### config.mk
export PLATFORM = sky130hd
export DESIGN_NAME = lbd_bus_requester
export DESIGN_NICKNAME = d
export VERILOG_FILES = /design/src/rtl/lbd_bus_requester.sv
export SDC_FILE = /design/constraint.sdc
export NUM_CORES = 1
export LEC_CHECK = 0
export ABC_AREA = 0
export BUFFER_PORTS_ARGS = -buffer_cell sky130_fd_sc_hd__buf_2
export CORE_MARGIN = 2
export CORE_UTILIZATION = 52
export CTS_BUF_LIST = sky130_fd_sc_hd__clkbuf_8 sky130_fd_sc_hd__clkbuf_16
export CTS_CLUSTER_DIAMETER = 120
export DETAILED_ROUTE_END_ITERATION = 10
export PLACE_DENSITY_LB_ADDON = 0.2
export SLEW_MARGIN = 20
export SYNTH_ARGS = -nofsm -noshare
export SYNTH_HDL_FRONTEND = slang
export SYNTH_SLANG_ARGS = --single-unit
### constraint.sdc
create_clock -name OSC -period 4.9 [get_ports OSC]
set_clock_uncertainty 0.15 [all_clocks]
set_input_delay 0.98 -clock OSC [delete_from_list [all_inputs] [get_ports OSC]]
set_output_delay 0.98 -clock OSC [all_outputs]
set_load 0.03 [all_outputs]
### src/rtl/lbd_bus_requester.sv
// ============================================================================
// Module   : lbd_bus_requester
// Desc     : CPU-side local BD bus initiator: request, synchronised grant,
//            address present, wait for ready, release. Clocked by OSC.
//            Optional macro LBD_LOCK_EN adds locked sequences (LOCKHOLD state).
// Revision : 1.0  initial release
// ============================================================================
`default_nettype none

module lbd_bus_requester #(
  parameter int TIMEOUT_CYCLES = 255,
  parameter int ADDR_W         = 24,
  parameter int DATA_W         = 16
) (
  input  logic              OSC,
  input  logic              MR,
  input  logic              REQ,
  input  logic              WR,
  input  logic              LOCK,
  input  logic [ADDR_W-1:0] ADDR,
  input  logic [DATA_W-1:0] WDATA,
  output logic              BUSY,
  output logic              DONE,
  output logic              TOUT,
  output logic [DATA_W-1:0] RDATA_OUT,
  output logic              BLRQ_n,
  input  logic              BGNT_n,
  output logic              BDAP_n,
  output logic              MWRITE_n,
  output logic              BLOCKL_n,
  output logic [ADDR_W-1:0] BA,
  output logic [DATA_W-1:0] BD_OUT,
  output logic              BD_OE_n,
  input  logic [DATA_W-1:0] BD_IN,
  input  logic              BDRY_n
);

  localparam logic [9:0] c_tout_limit = 10'(TIMEOUT_CYCLES);

  typedef enum logic [2:0] {
    S_IDLE     = 3'd0,
    S_GNTWAIT  = 3'd1,
    S_ADDR1    = 3'd2,
    S_ADDR2    = 3'd3,
    S_WAITRDY  = 3'd4,
`ifdef LBD_LOCK_EN
    S_LOCKHOLD = 3'd6,
`endif
    S_RELEASE  = 3'd5
  } state_t;

  state_t              r_state;
  logic [1:0]          r_sync;      // [0] = first stage, [1] = synchronised grant
  logic [9:0]          r_cnt;
  logic                r_wr;
  logic [ADDR_W-1:0]   r_addr;
  logic [DATA_W-1:0]   r_wdata;
  logic [9:0]          w_cnt_inc;
  logic                w_cnt_hit;

  assign w_cnt_inc = (&r_cnt) ? r_cnt : r_cnt + 10'd1;
  assign w_cnt_hit = (w_cnt_inc == c_tout_limit);

`ifdef LBD_LOCK_EN
  logic r_lock;
  logic r_blockl_n;
  assign BLOCKL_n = r_blockl_n;
`else
  logic unused_lock;
  assign unused_lock = LOCK;
  assign BLOCKL_n    = 1'b1;
`endif

  always_ff @(posedge OSC or posedge MR) begin
    if (MR) begin
      r_state    <= S_IDLE;
      r_sync     <= 2'b11;
      r_cnt      <= '0;
      r_wr       <= 1'b0;
      r_addr     <= '0;
      r_wdata    <= '0;
      BUSY       <= 1'b0;
      DONE       <= 1'b0;
      TOUT       <= 1'b0;
      RDATA_OUT  <= '0;
      BLRQ_n     <= 1'b1;
      BDAP_n     <= 1'b1;
      MWRITE_n   <= 1'b1;
      BA         <= '0;
      BD_OUT     <= '0;
      BD_OE_n    <= 1'b1;
`ifdef LBD_LOCK_EN
      r_lock     <= 1'b0;
      r_blockl_n <= 1'b1;
`endif
    end else begin
      r_sync <= {r_sync[0], BGNT_n};
      DONE   <= 1'b0;
      TOUT   <= 1'b0;

      case (r_state)
        S_IDLE: begin
          if (REQ) begin
            r_wr    <= WR;
            r_addr  <= ADDR;
            r_wdata <= WDATA;
`ifdef LBD_LOCK_EN
            r_lock  <= LOCK;
`endif
            r_cnt   <= '0;
            BLRQ_n  <= 1'b0;
            BUSY    <= 1'b1;
            r_state <= S_GNTWAIT;
          end
        end

        S_GNTWAIT: begin
          r_cnt <= w_cnt_inc;
          if (!r_sync[1]) begin
            BDAP_n     <= 1'b0;
            BA         <= r_addr;
            MWRITE_n   <= ~r_wr;
            BD_OE_n    <= ~r_wr;
            BD_OUT     <= r_wr ? r_wdata : '0;
`ifdef LBD_LOCK_EN
            r_blockl_n <= ~r_lock;
`endif
            r_state    <= S_ADDR1;
          end else if (w_cnt_hit) begin
            TOUT       <= 1'b1;
            BLRQ_n     <= 1'b1;
`ifdef LBD_LOCK_EN
            r_blockl_n <= 1'b1;
`endif
            r_state    <= S_RELEASE;
          end
        end

        // Fixed address setup; an early ready from the responder is not looked at here.
        S_ADDR1: r_state <= S_ADDR2;

        S_ADDR2: begin
          r_cnt   <= '0;
          r_state <= S_WAITRDY;
        end

        S_WAITRDY: begin
          r_cnt <= w_cnt_inc;
          if (!BDRY_n || w_cnt_hit) begin
            BDAP_n   <= 1'b1;
            MWRITE_n <= 1'b1;
            BD_OE_n  <= 1'b1;
            BA       <= '0;
            BD_OUT   <= '0;
          end
          if (!BDRY_n) begin
            DONE <= 1'b1;
            if (!r_wr) begin
              RDATA_OUT <= BD_IN;
            end
`ifdef LBD_LOCK_EN
            if (r_lock) begin
              r_cnt   <= '0;
              BUSY    <= 1'b0;
              r_state <= S_LOCKHOLD;
            end else begin
              BLRQ_n     <= 1'b1;
              r_blockl_n <= 1'b1;
              r_state    <= S_RELEASE;
            end
`else
            BLRQ_n  <= 1'b1;
            r_state <= S_RELEASE;
`endif
          end else if (w_cnt_hit) begin
            TOUT       <= 1'b1;
            BLRQ_n     <= 1'b1;
`ifdef LBD_LOCK_EN
            r_blockl_n <= 1'b1;
`endif
            r_state    <= S_RELEASE;
          end
        end

        S_RELEASE: begin
          // Leave only once the responder has dropped both grant and ready.
          if (r_sync[1] && BDRY_n) begin
            BUSY    <= 1'b0;
            r_state <= S_IDLE;
          end
        end

`ifdef LBD_LOCK_EN
        S_LOCKHOLD: begin
          if (REQ) begin
            r_wr     <= WR;
            r_addr   <= ADDR;
            r_wdata  <= WDATA;
            r_lock   <= LOCK;
            BDAP_n   <= 1'b0;
            BA       <= ADDR;
            MWRITE_n <= ~WR;
            BD_OE_n  <= ~WR;
            BD_OUT   <= WR ? WDATA : '0;
            BUSY     <= 1'b1;
            r_state  <= S_ADDR1;
          end else begin
            r_cnt <= w_cnt_inc;
            if (w_cnt_hit) begin
              TOUT       <= 1'b1;
              BLRQ_n     <= 1'b1;
              r_blockl_n <= 1'b1;
              BUSY       <= 1'b1;
              r_state    <= S_RELEASE;
            end
          end
        end
`endif

        default: begin
          BUSY    <= 1'b0;
          BLRQ_n  <= 1'b1;
          r_state <= S_IDLE;
        end
      endcase
    end
  end

endmodule

`default_nettype wire

# ---- Yosys cells after proc, flatten, opt, wreduce, memory -nomap -nowiden
# Index checks and enable logic that the tools add are counted.
dict set report op_classes {
  reduce_logical 17
  n_mux 35
  bitwise 4
  n_addsub 1
  n_eq_ne 11
}
# op count
set ops {}
lappend ops {{two-way mux 16 bit} 3}
lappend ops {{two-way mux 24 bit} 2}
lappend ops {{one-hot mux 24 bit (2 select lines)} 1}
lappend ops {{one-hot mux 16 bit (2 select lines)} 1}
lappend ops {{one-hot mux 10 bit (3 select lines)} 1}
lappend ops {{two-way mux 10 bit} 2}
lappend ops {{one-hot mux 3 bit (6 select lines)} 1}
lappend ops {{two-way mux 3 bit} 5}
lappend ops {{two-way mux 1 bit} 14}
lappend ops {{AND reduction 3 bit} 4}
lappend ops {{adder 10 x 1 -> 10 bit (second input constant)} 1}
lappend ops {{equality test 10 x 8 -> 1 bit (second input constant)} 1}
lappend ops {{inequality test 2 bit (second input constant)} 5}
lappend ops {{AND reduction 10 bit} 1}
lappend ops {{equality test 3 x 2 -> 1 bit (second input constant)} 2}
lappend ops {{equality test 3 bit (second input constant)} 2}
lappend ops {{one-hot mux 1 bit (2 select lines)} 3}
lappend ops {{AND reduction 2 bit} 3}
lappend ops {{NOT 1 bit} 4}
lappend ops {{one-hot mux 1 bit (4 select lines)} 1}
lappend ops {{OR reduction 4 bit} 1}
lappend ops {{equality test 3 x 1 -> 1 bit (second input constant)} 1}
lappend ops {{zero test 3 bit} 1}
lappend ops {{one-hot mux 1 bit (3 select lines)} 1}
lappend ops {{7 further kinds} 7}
dict set report totals {
  in_bits 63
  wordCells 83
  regBits 118
}

# ---- Depth between registers and ports, before layout
# Gate-level depths: netlist of run 1.
dict set report logic_depth {
  ltp_word 6
  depth_mapped 10
  ltp_nobuf 7
}

# ---- Worst setup path before layout of run 1
# Ideal clock, no wire load.
dict set report synth_path {
  path_kind {flip-flop to flip-flop}
  start {register r_cnt[0]}
  end {register BA[23]}
  path_stages_with_launch 11
  arrival_time_ps 2111
  n_path_buf 3
  required_ps 4629
  slack_ps 2518
  cell_sequence {dfrtp_1 > ha_1 > buf_6 > and3_1 > buf_6 > a41oi_1 > nand3_1 > a221oi_4 > o31ai_4 > buf_6 > a22o_1}
}
dict set report synth_between {
  elab_chain_cells 6
  word_cells_on_any_way 7
  cone_classes {1 x add/sub; 2 x eq/ne; 1 x mux; 3 x reduce/logical}
}
# item line
set synth_lines {}
lappend synth_lines {{from (decl)} 54} ;# logic [9:0] r_cnt;
lappend synth_lines {{from (signal assigned)} 118} ;# r_cnt <= w_cnt_inc;
lappend synth_lines {{from (signal assigned)} 148} ;# r_cnt <= w_cnt_inc;
lappend synth_lines {{adder 10 x 1 -> 10 bit or AND reduction 10 bit (tied branches)} 61} ;# assign w_cnt_inc = (&r_cnt) ? r_cnt : r_cnt + 10'd1;
lappend synth_lines {{two-way mux 10 bit *} 61}
lappend synth_lines {{equality test 10 x 8 -> 1 bit *} 62} ;# assign w_cnt_hit = (w_cnt_inc == c_tout_limit);
lappend synth_lines {{logical OR 1 bit *} 149} ;# if (!BDRY_n || w_cnt_hit) begin
lappend synth_lines {{inequality test 2 bit (no source line) *} -}
lappend synth_lines {{AND reduction 3 bit (no source line) *} -}
lappend synth_lines {{to (signal assigned)} 121} ;# BA <= r_addr;
lappend synth_lines {{to (decl)} 31} ;# output logic [ADDR_W-1:0] BA,
# Mark *: on every way between the ends. The rest lies on a longest branch, timed or not.
# A chain may end at the register's enable or synchronous reset.

# ---- Final worst setup path of run 1
dict set report layout_path {
  start {register r_cnt[0]}
  end {register BA[17]}
}
# The elaborated chain is that of the path after synthesis.

==> results of run 1 <==
## synthesized netlist by cell type, drive strengths merged, types with 3 or more instances
library cell,instances
a21oi,18
and3,4
dfrtp,113
nand3,9
inv,12
nor2,11
a22o,43
nor4,3
nand2b,3
nor3,3
nand2,19
buf,16
dfstp,5
nand4,3
o31ai,3
clkbuf,8
o21ai,10
mux2,57
## routing by layer
metal / share of wire [%] / vias to the layer above
met1: 44 / 1707
met2: 48 / 112
met5: 0 / -
met3: 7.0 / 13
met4: 1.5 / 0
li1: - / 1583
## flip-flops by register name, summed over array words and instances (netlist names), 2 cells and up
name       flops
r_wdata       16
r_state        3
r_cnt         10
RDATA_OUT     16
r_addr        24
BA            24
BD_OUT        16
r_sync         2
## worst max-delay path, delay by kind of cell (launching register included)
family	cells	cell delay [ps]
flip-flops	1	440
AND/OR/NAND/NOR	3	630
AO/OA/AOI/OAI	3	840
buffers and inverters	1	450
adder cells (fa/ha/maj)	1	390
## final cells by class
class	instances	area share (%)
clock buffer	20	7.44
clock inverter	12	2.49
inverter	12	0.777
multi-input combinational	211	28.0
sequential	118	48.3
tap	111	2.27
timing repair buffer	128	10.7
## cell usage in the layout (no fill, tap or decap), types with 2 or more instances in the layout
cell	count
buf_2	124
dfrtp_1	113
a22o_1	43
mux2_2	34
mux2_1	23
nand2_1	19
a21oi_1	16
clkbuf_16	16
nor2_1	11
inv_1	11
nand3_1	8
o21ai_0	7
dfstp_2	5
clkbuf_8	4
nand2b_1	3
and3_1	3
nand4_1	3
o21ai_1	3
nor4_1	3
clkinv_4	3
bufinv_16	3
buf_4	3
nor3_4	2
a21oi_2	2
inv_2	2
and4_1	2
o31ai_1	2
a31oi_1	2
o211ai_1	2
or3_1	2
o21a_1	2
clkinvlp_4	2
## where the power goes
group	total (W)	switching [W]	internal (W)
Sequential	0.00171	0.000280	0.00143
Combinational	0.00166	0.00102	0.000644
Clock	0.00124	0.000430	0.000814
Total	0.00462	0.00173	0.00289
## kinds of logic (layout without fill, tap and decap cells)
group                    after synthesis  after routing  synth area share [%]
AO/OA/AOI/OAI                         89             89                  14.4
XOR/XNOR                               1              1                 0.180
adder cells (fa/ha/maj)                1              1                 0.258
buffers and inverters                 36            172                  4.04
flip-flops                           118            118                  60.9
multiplexers                          58             58                  13.4
other                                  1              1                0.0772
AND/OR/NAND/NOR                       61             61                  6.72
## per-stage QoR
step	cells	worst slack (ps)	instance area, µm²
CTS	611	1930	6110
global placement	579	1980	5490
global route	612	1770	6120
detailed placement	579	1950	5500
floorplan	365	649	4860
finish	612	1930	6120
## how the worst max path moves through the flow
| stage | start | end | slack, ps |
|---|---|---|---|
| 4_1_cts | r_cnt[0] | BA[17] | 1930 |
| 2_1_floorplan | MR | BA[0] | 650 |
| 5_1_grt | r_cnt[0] | BA[2] | 1770 |
| 3_3_place_gp | r_cnt[0] | BD_OUT[14] | 1980 |
| 6_report | r_cnt[0] | BA[17] | 1930 |
| 3_5_place_dp | r_cnt[0] | BA[7] | 1950 |
==> impl_metrics.yaml, run 1 <==
status:
  outcome: "completed"
routing:
  ant_nets: 0
  first_pass_iters: 4
  wl_per_cell_um: 16.6
  viasPerCell: 5.58
  drt_wl_total_um: 10200
  dr.first_iter.drc_count: 124
  vias: 3415
  drcViolationCount: 0
placed_design:
  post-dp-hpwl_um: 6690
  place_congestion: 0.871
  port_buffers: 124
critical_path:
  worstPathMaxFanout: 33
  arrival_ps: 3260
  end_kind: "flop"
  r2r-start: "r_cnt[0]"
  timing.rr.end: "BA[17]"
  cp_cell_sequence: "ha_1 > nand3_2 > or3_1 > nand4_1 > a221oi_4 > o31ai_4 > buf_4 > a22o_1"
  critPathMaxStageDelay_ps: 510
  cp-start-kind: "flop"
  crit_type: "reg2reg"
  cp.required_ps: 5190
  cp_slowest_cell: "o31ai_4"
  rr_worst_depth: 8
  rrSetupSlack_ps: 1930
min_path:
  hold_class: "reg2reg"
  whs_path_depth: 0
  min_to: "r_sync[1]"
  hp-start: "r_sync[0]"
synth:
  syn_avg_cell_area_um2: 13.3
  ys.flop_type: "dfrtp_1"
  yosysWarnings: 0
  ys_seq_area_share_pct: 60.9
  synthArstFlopShare_pct: 100
  netlist_area_um2: 4860
  yosysUniqueCellTypes: 48
  yosysTopAreaCell: "dfrtp_1"
  synthTopCellsByArea: "dfrtp_1 (58%), mux2_2 (7.9%), a22o_1 (7.8%)"
  synth_nets: 429
  synth_cells: 365
  netlist.area_leader.share_pct: 58.2
  synth_edf_count: 0
  ys_seq_elements: 118
timing:
  slew_violations: 0
  timing.hold.ws_ps: 215
  min_period_ps: 2970
  max_freq_mhz: 337
  fin_tns_setup_ps: 0
  rsz0062_at_grt: "false"
  post-route-period-util_pct: 60.5
  finalSetupViolations: 0
  relSlewSlack_pct: 31.0
  max_slew.worst_pin.slew_ps: 1030
  finalHoldViolCount: 0
finish:
  drive_above_1_share_pct: 41.7
  num-nets-final: 552
  area_growth_syn_to_layout_pct: 26.0
  multi_input_area_um2: 1710
  fillerInstances: 702
  final_util_pct: 66.9
  diodes: 0
  seqCellArea_um2: 2960
floorplanning:
  core_area_um2: 9150
  die_h_um: 101
  initial_core_util_pct: 53.1
  die_area_um2: 10100
  num_io_pins: 127
  die_w_um: 101
  row_count: 35
power_and_ir_drop:
  power_density_nw_per_um2: 754
  p_leak_nw: 2.96
  power_w: 0.00462
  ir_drop_mv: 0.449
global_route:
  grt_max_degree: 56
  grt.busiest_layer: "met2"
  grt_pass1_vias: 3386
  grt_first_pass_wirelength_um: 16300
  antenna_found_initial: 0
  grt_overflow: 0
  grtUsageTotal_pct: 20.9
  use_met3_pct: 6.45
  met1_usage_pct: 26.8
  use_met2_pct: 32.9
clock_network:
  clk_path_buf_depth: 2
  ctsResizeCount: 0
  cts_hold_repair.buffers: 0
  cts_htree_levels: 4
  numCtsBuffers: 17
  clk_root_buffer_cell: "clkbuf_8"
  post-cts-setup-buffers: 0
  cts_tree: "done"
  clock_latency_ps: 510
  cts.sinks: 118
  path_clk_slew_ps: 60
flow_run:
  drv_cap: 0
Note: power is estimated with default switching activity, not from simulation.
==> inputs of run 2 (changes only) <==
--- a/config.mk
+++ b/config.mk
@@ -5,10 +5,10 @@
 export SDC_FILE = /design/constraint.sdc
 export NUM_CORES = 1
 export LEC_CHECK = 0
-export ABC_AREA = 0
+export ABC_AREA = 1
 export BUFFER_PORTS_ARGS = -buffer_cell sky130_fd_sc_hd__buf_2
 export CORE_MARGIN = 2
-export CORE_UTILIZATION = 52
+export CORE_UTILIZATION = 47
 export CTS_BUF_LIST = sky130_fd_sc_hd__clkbuf_8 sky130_fd_sc_hd__clkbuf_16
 export CTS_CLUSTER_DIAMETER = 120
 export DETAILED_ROUTE_END_ITERATION = 10
==> constraint.sdc (replaced) <==
create_clock -name OSC -period 2.7 [get_ports OSC]
set_clock_uncertainty 0.15 [all_clocks]
set_input_delay 0.54 -clock OSC [delete_from_list [all_inputs] [get_ports OSC]]
set_output_delay 0.54 -clock OSC [all_outputs]
set_load 0.03 [all_outputs]
==> run 2 against run 1 <==
Effect of this change:
- count of clock-buffer cells in the layout is 1 lower
- fmax is 25% higher
- sequential cell count stayed put
- power is 74% higher
- combinational power is 69% higher
- non-clock buffer count is 4 higher
- design area is 4.0% higher
- largest power group unchanged
==> impl_metrics.yaml, run 2 <==
synth:
  netlist.area_leader.share_pct: 57.7
  synthTopCellsByCount: "nand2_1 (177), dfrtp_1 (113), mux2_2 (57)"
  synth_cells: 476
  yosysUniqueCellTypes: 36
  synth_nets: 540
  synth_most_common_cell: "nand2_1"
  synthArstFlopShare_pct: 100
  ys.flop_type: "dfrtp_1"
  synthTopCellsByArea: "dfrtp_1 (58%), nand2_1 (14%), mux2_2 (13%)"
  yosysWarnings: 0
  ys_seq_elements: 118
  syn_avg_cell_area_um2: 10.3
  ys_seq_area_share_pct: 60.3
  netlist_area_um2: 4900
  synth_edf_count: 0
  yosysTopAreaCell: "dfrtp_1"
timing:
  max_freq_mhz: 423
  finalHoldViolCount: 0
  post-route-period-util_pct: 87.6
  slew_violations: 0
  finalSetupViolations: 0
  min_period_ps: 2360
  relSlewSlack_pct: 49.4
  rsz0062_at_grt: "false"
  max_slew.worst_pin.slew_ps: 757
  fin_tns_setup_ps: 0
power_and_ir_drop:
  power_density_nw_per_um2: 1260
  p_leak_nw: 3.37
  ir_drop_mv: 0.620
clock_network:
  cts_tree: "done"
  clk_root_buffer_cell: "clkbuf_8"
  cts_htree_levels: 4
  path_clk_slew_ps: 60
  numCtsBuffers: 17
  clock_latency_ps: 520
  clk_path_buf_depth: 2
  cts.sinks: 118
  post-cts-setup-buffers: 0
floorplanning:
  die_w_um: 106
  num_io_pins: 127
  die_h_um: 106
  core_area_um2: 10200
  initial_core_util_pct: 47.9
  row_count: 37
  die_area_um2: 11300
status:
  outcome: "completed"
global_route:
  antenna_found_initial: 0
  grt_overflow: 0
  grt_max_degree: 46
  grtUsageTotal_pct: 19.2
  grt_first_pass_wirelength_um: 16800
  grt_pass1_vias: 3656
min_path:
  hp-start: "WDATA[11]"
  min_to: "r_wdata[11]"
  hold_class: "in2reg"
  whs_path_depth: 2
finish:
  num-nets-final: 677
  drive_above_1_share_pct: 37.9
  final_util_pct: 62.2
  final_cell_mix: "nand2_1 (176), buf_2 (124), dfrtp_1 (113)"
  diodes: 0
  area_growth_syn_to_layout_pct: 29.8
  final_common_cell: "nand2_1"
  reg_top3: "BA: 24 flops, r_addr: 24 flops"
placed_design:
  place_congestion: 0.904
  post-dp-hpwl_um: 7140
  port_buffers: 124
routing:
  wl_per_cell_um: 13.2
  viasPerCell: 4.78
  drt_wl_total_um: 10100
  first_pass_iters: 4
  drcViolationCount: 0
  dr.first_iter.drc_count: 147
  vias: 3644
  ant_nets: 0
critical_path:
  timing.rr.end: "BA[18]"
  crit_type: "reg2reg"
  cp.required_ps: 2960
  rrSetupSlack_ps: 340
  rr_worst_depth: 15
  end_kind: "flop"
  worstPathMaxFanout: 32
  r2r-start: "r_cnt[0]"
  arrival_ps: 2620
  cp-start-kind: "flop"
flow_run:
  drv_cap: 0
## run 2: logic make-up after synthesis
family                     synth area share [%]
muxes                                      13.1
other                                    0.0765
xor gates and xnor gates                  0.179
AOI/OAI and AO/OA                          2.63
buffers and inverters                      4.39
adders and majority gates                 0.255
DFF                                        60.3
and+or+nand+nor                            19.1
## run 2: worst max-delay path, cell delays in order (launching register included)
cell and delay, ps:
dfrtp_1 390, ha_1 200, nand2_2 100, nor2_4 160, nand3_4 150, nand2_1 90
nand2_1 80, nor2_1 120, nand2_1 70, nor2_2 100, nand3_1 90, nand2_2 110
nand2_4 110, buf_12 190, nand2_1 80, nand2_1 40
## run 2: worst max path at each step
stage | start | endpoint | slack, ps | cells past startpoint
finish | r_cnt[0] | BA[18] | 340 | 15
global route | r_cnt[0] | BA[1] | 60 | 15
CTS | r_cnt[0] | BA[18] | 260 | 13
detailed placement | r_cnt[0] | BD_OUT[12] | 270 | 13
global placement | r_cnt[0] | BA[7] | 300 | 15
floorplan | MR | BA[0] | 570 | 1
## run 2: final cells by class
class / count / area [µm²]
flip-flops and latches: 118 / 2960
well taps: 136 / 170
repair buffers: 132 / 736
clock buffers: 19 / 442
clock inverters: 13 / 179
inverters: 36 / 139
fillers: 838 / 3870
multi-input cells: 308 / 1740
## run 2: through the flow
| stage | setup slack (ps) | hold slack [ps] | cell area (µm²) | total power, W | std cells |
|---|---|---|---|---|---|
| after CTS | 257 | 76.3 | 6360 | 0.00813 | 762 |
| after global placement | 296 | 197 | 5720 | 0.00567 | 728 |
| after global routing | 62.7 | 79.8 | 6360 | 0.00852 | 762 |
| final | 336 | 101 | 6360 | 0.00804 | 762 |
| after floorplan | 573 | 195 | 4910 | 0.00497 | 476 |
| after detailed placement | 271 | 199 | 5720 | 0.00578 | 728 |
## run 2: timing repair
item	4_1_cts	5_1_grt
setup endpoints to repair	0	21
endpoints found under the hold margin	3	0
resized for setup	0	1
hold buffers	2	0
## run 2: power by group
group | switching, W | leakage, nW | internal (W)
combinational | 0.00178 | 1.59 | 0.00103
sequential | 0.000388 | 1.48 | 0.00253
clock | 0.000776 | 0.301 | 0.00154
## run 2: per-layer routing
metal | wire, µm | global-route usage [%] | up-vias
met5 | 0 | 0 | -
met1 | 4420 | 24.0 | 1691
met4 | 260 | 8.27 | 0
met2 | 4650 | 29.7 | 120
li1 | - | - | 1806
met3 | 738 | 7.48 | 27
==> inputs of run 3 (changes only) <==
--- a/config.mk
+++ b/config.mk
@@ -6,7 +6,7 @@
 export NUM_CORES = 1
 export LEC_CHECK = 0
 export ABC_AREA = 1
-export BUFFER_PORTS_ARGS = -buffer_cell sky130_fd_sc_hd__buf_2
+export BUFFER_PORTS_ARGS = -buffer_cell sky130_fd_sc_hd__buf_4
 export CORE_MARGIN = 2
 export CORE_UTILIZATION = 47
 export CTS_BUF_LIST = sky130_fd_sc_hd__clkbuf_8 sky130_fd_sc_hd__clkbuf_16
==> run 3 against run 2 <==
Effect of this change:
- global-route usage is 1.1 points higher
- sequential power hardly changed
- critical path depth stayed put
- power is 5.2% higher
- clock power is 7% higher
- combinational power is 8.9% higher
- count of clock-buffer cells in the layout is 3 higher
- hold slack better by 0.86 ps
- fmax is 3.1% lower
- sequential share of layout area is 2.5 points lower
- largest cell class unchanged
- largest power group is now combinational cells
- highest routed layer unchanged
==> impl_metrics.yaml, run 3 (synthesis results as in run 2) <==
finish:
  final_common_cell: "nand2_1"
  final_cell_mix: "nand2_1 (176), buf_4 (127), dfrtp_1 (113)"
  area_growth_syn_to_layout_pct: 37.0
  num-nets-final: 678
  diodes: 0
  drive_above_1_share_pct: 37.6
  reg_top3: "BA: 24 flops, r_addr: 24 flops"
  final_cells: 763
clock_network:
  cts_tree: "done"
  clk_root_buffer_cell: "clkbuf_8"
  cts.sinks: 118
  clk_path_buf_depth: 2
  cts_htree_levels: 4
  path_clk_slew_ps: 60
  numCtsBuffers: 17
  post-cts-setup-buffers: 0
  clock_latency_ps: 520
timing:
  max_freq_mhz: 410
  post-route-period-util_pct: 90.4
  slew_violations: 0
  fin_tns_setup_ps: 0
  rsz0062_at_grt: "false"
  finalSetupViolations: 0
  min_period_ps: 2440
  max_slew.worst_pin.slew_ps: 724
  finalHoldViolCount: 0
  relSlewSlack_pct: 51.6
routing:
  vias: 3699
  drcViolationCount: 0
  viasPerCell: 4.85
  wl_per_cell_um: 14.0
  ant_nets: 0
  drt_wl_total_um: 10700
  dr.first_iter.drc_count: 218
  first_pass_iters: 4
placed_design:
  place_congestion: 0.896
  post-dp-hpwl_um: 7290
  port_buffers: 124
  dp.cells: 729
floorplanning:
  core_area_um2: 10200
  initial_core_util_pct: 47.9
  row_count: 37
  die_w_um: 106
  die_area_um2: 11300
  num_io_pins: 127
  die_h_um: 106
critical_path:
  crit_start: "r_cnt[0]"
  cp-start-kind: "flop"
  arrival_ps: 2690
  cp_slowest_cell: "dfrtp_1"
  critPathMaxStageDelay_ps: 400
  critical_path.top_delay_family: "simple AND/OR/NAND/NOR gates"
  r2r-start: "r_cnt[0]"
  end_kind: "flop"
  critical_path_buf_inv_count: 2
  rrSetupSlack_ps: 260
  cp_cell_sequence: "ha_1 > nand2_2 > nor2_4 > nand3_4 > nand2_1 > inv_2 > nor2_1 > nand2_1 > nor2_2 > nand3_1 > nand2_2 > nand2_4 > buf_12 > nand2_1 > nand2_1"
  crit_type: "reg2reg"
  cp.required_ps: 2960
  path_common_cell: "nand2_1"
  worstPathMaxFanout: 32
power_and_ir_drop:
  combPwrFrac_pct: 36.2
  intPower_w: 0.00549
  p_switching_w: 0.00297
  p_leak_nw: 3.48
  clock_power_share_pct: 29.3
  power_density_nw_per_um2: 1260
  seq_power_share_pct: 34.5
  swShare_pct: 35.1
  ir_drop_mv: 0.596
global_route:
  grt_pass1_vias: 3737
  grt_first_pass_wirelength_um: 17800
  grt_max_degree: 42
  grtUsageTotal_pct: 20.3
  antenna_found_initial: 0
  grt_overflow: 0
min_path:
  hold_class: "in2reg"
  hp-start: "ADDR[21]"
flow_run:
  drv_cap: 0
status:
  outcome: "completed"
==> run 3: timing repair <==
| item | CTS | global route |
|---|---|---|
| hold buffers | 2 | 0 |
| hold endpoints to repair | 27 | 0 |
| resized for setup | 0 | 1 |
| setup endpoints to repair | 0 | 26 |
==> run 3: worst register-to-register path, stage by stage (launching register included) <==
cell	delay, ps
dfrtp_1	400
ha_1	210
nand2_2	100
nor2_4	170
nand3_4	160
nand2_1	120
inv_2	50
nor2_1	140
nand2_1	80
nor2_2	100
nand3_1	90
nand2_2	110
nand2_4	110
buf_12	190
nand2_1	90
nand2_1	50
==> run 3: cell type report <==
| cell class | count | area (µm²) |
|---|---|---|
| Clock inverter | 10 | 175 |
| Tap cell | 136 | 170 |
| Timing Repair Buffer | 133 | 1050 |
| Sequential cell | 118 | 2960 |
| Fill cell | 827 | 3510 |
| Inverter | 36 | 139 |
| Clock buffer | 22 | 483 |
| Multi-Input combinational cell | 308 | 1740 |
==> run 3: per-stage QoR <==
step	instance area [µm²]	power, W	setup WS (ps)	util, %	hold WS (ps)
3_3_place_gp	6040	0.00593	319	59.0	197
3_5_place_dp	6040	0.00602	236	59.0	199
5_1_grt	6720	0.00893	45.6	65.7	75.3
6_report	6720	0.00846	260	65.7	102
2_1_floorplan	4910	0.00497	573	-	195
4_1_cts	6720	0.00853	202	65.6	76.3
==> run 3: final timing paths <==
path / depth (start not counted) / end
max in group asynchronous: 4 / BLRQ_n
hold / removal: 2 / r_addr[21]
min in group asynchronous: 3 / RDATA_OUT[12]
hold reg to reg: 0 / r_sync[1]
setup reg to reg: 15 / BA[14]
setup / recovery: 15 / BA[14]
==> run 3: layer usage <==
metal	GRT usage, %	wire length [µm]	part of all wire, %	vias to the layer above
li1	-	-	-	1805
met1	25.2	4650	44	1761
met2	31.7	5090	48	119
met3	8.22	738	6.9	14
met4	8.55	189	1.8	0
met5	0	0	0	-
==> run 3: power groups by stage <==
stage / sequential, W / combinational [W] / clock [W]
final: 0.00292 / 0.00306 / 0.00248
after global routing: 0.00301 / 0.00332 / 0.00261
after CTS: 0.00292 / 0.00309 / 0.00252
after detailed placement: 0.00294 / 0.00308 / 0
after global placement: 0.00291 / 0.00302 / 0
after floorplan: 0.00361 / 0.00135 / 0
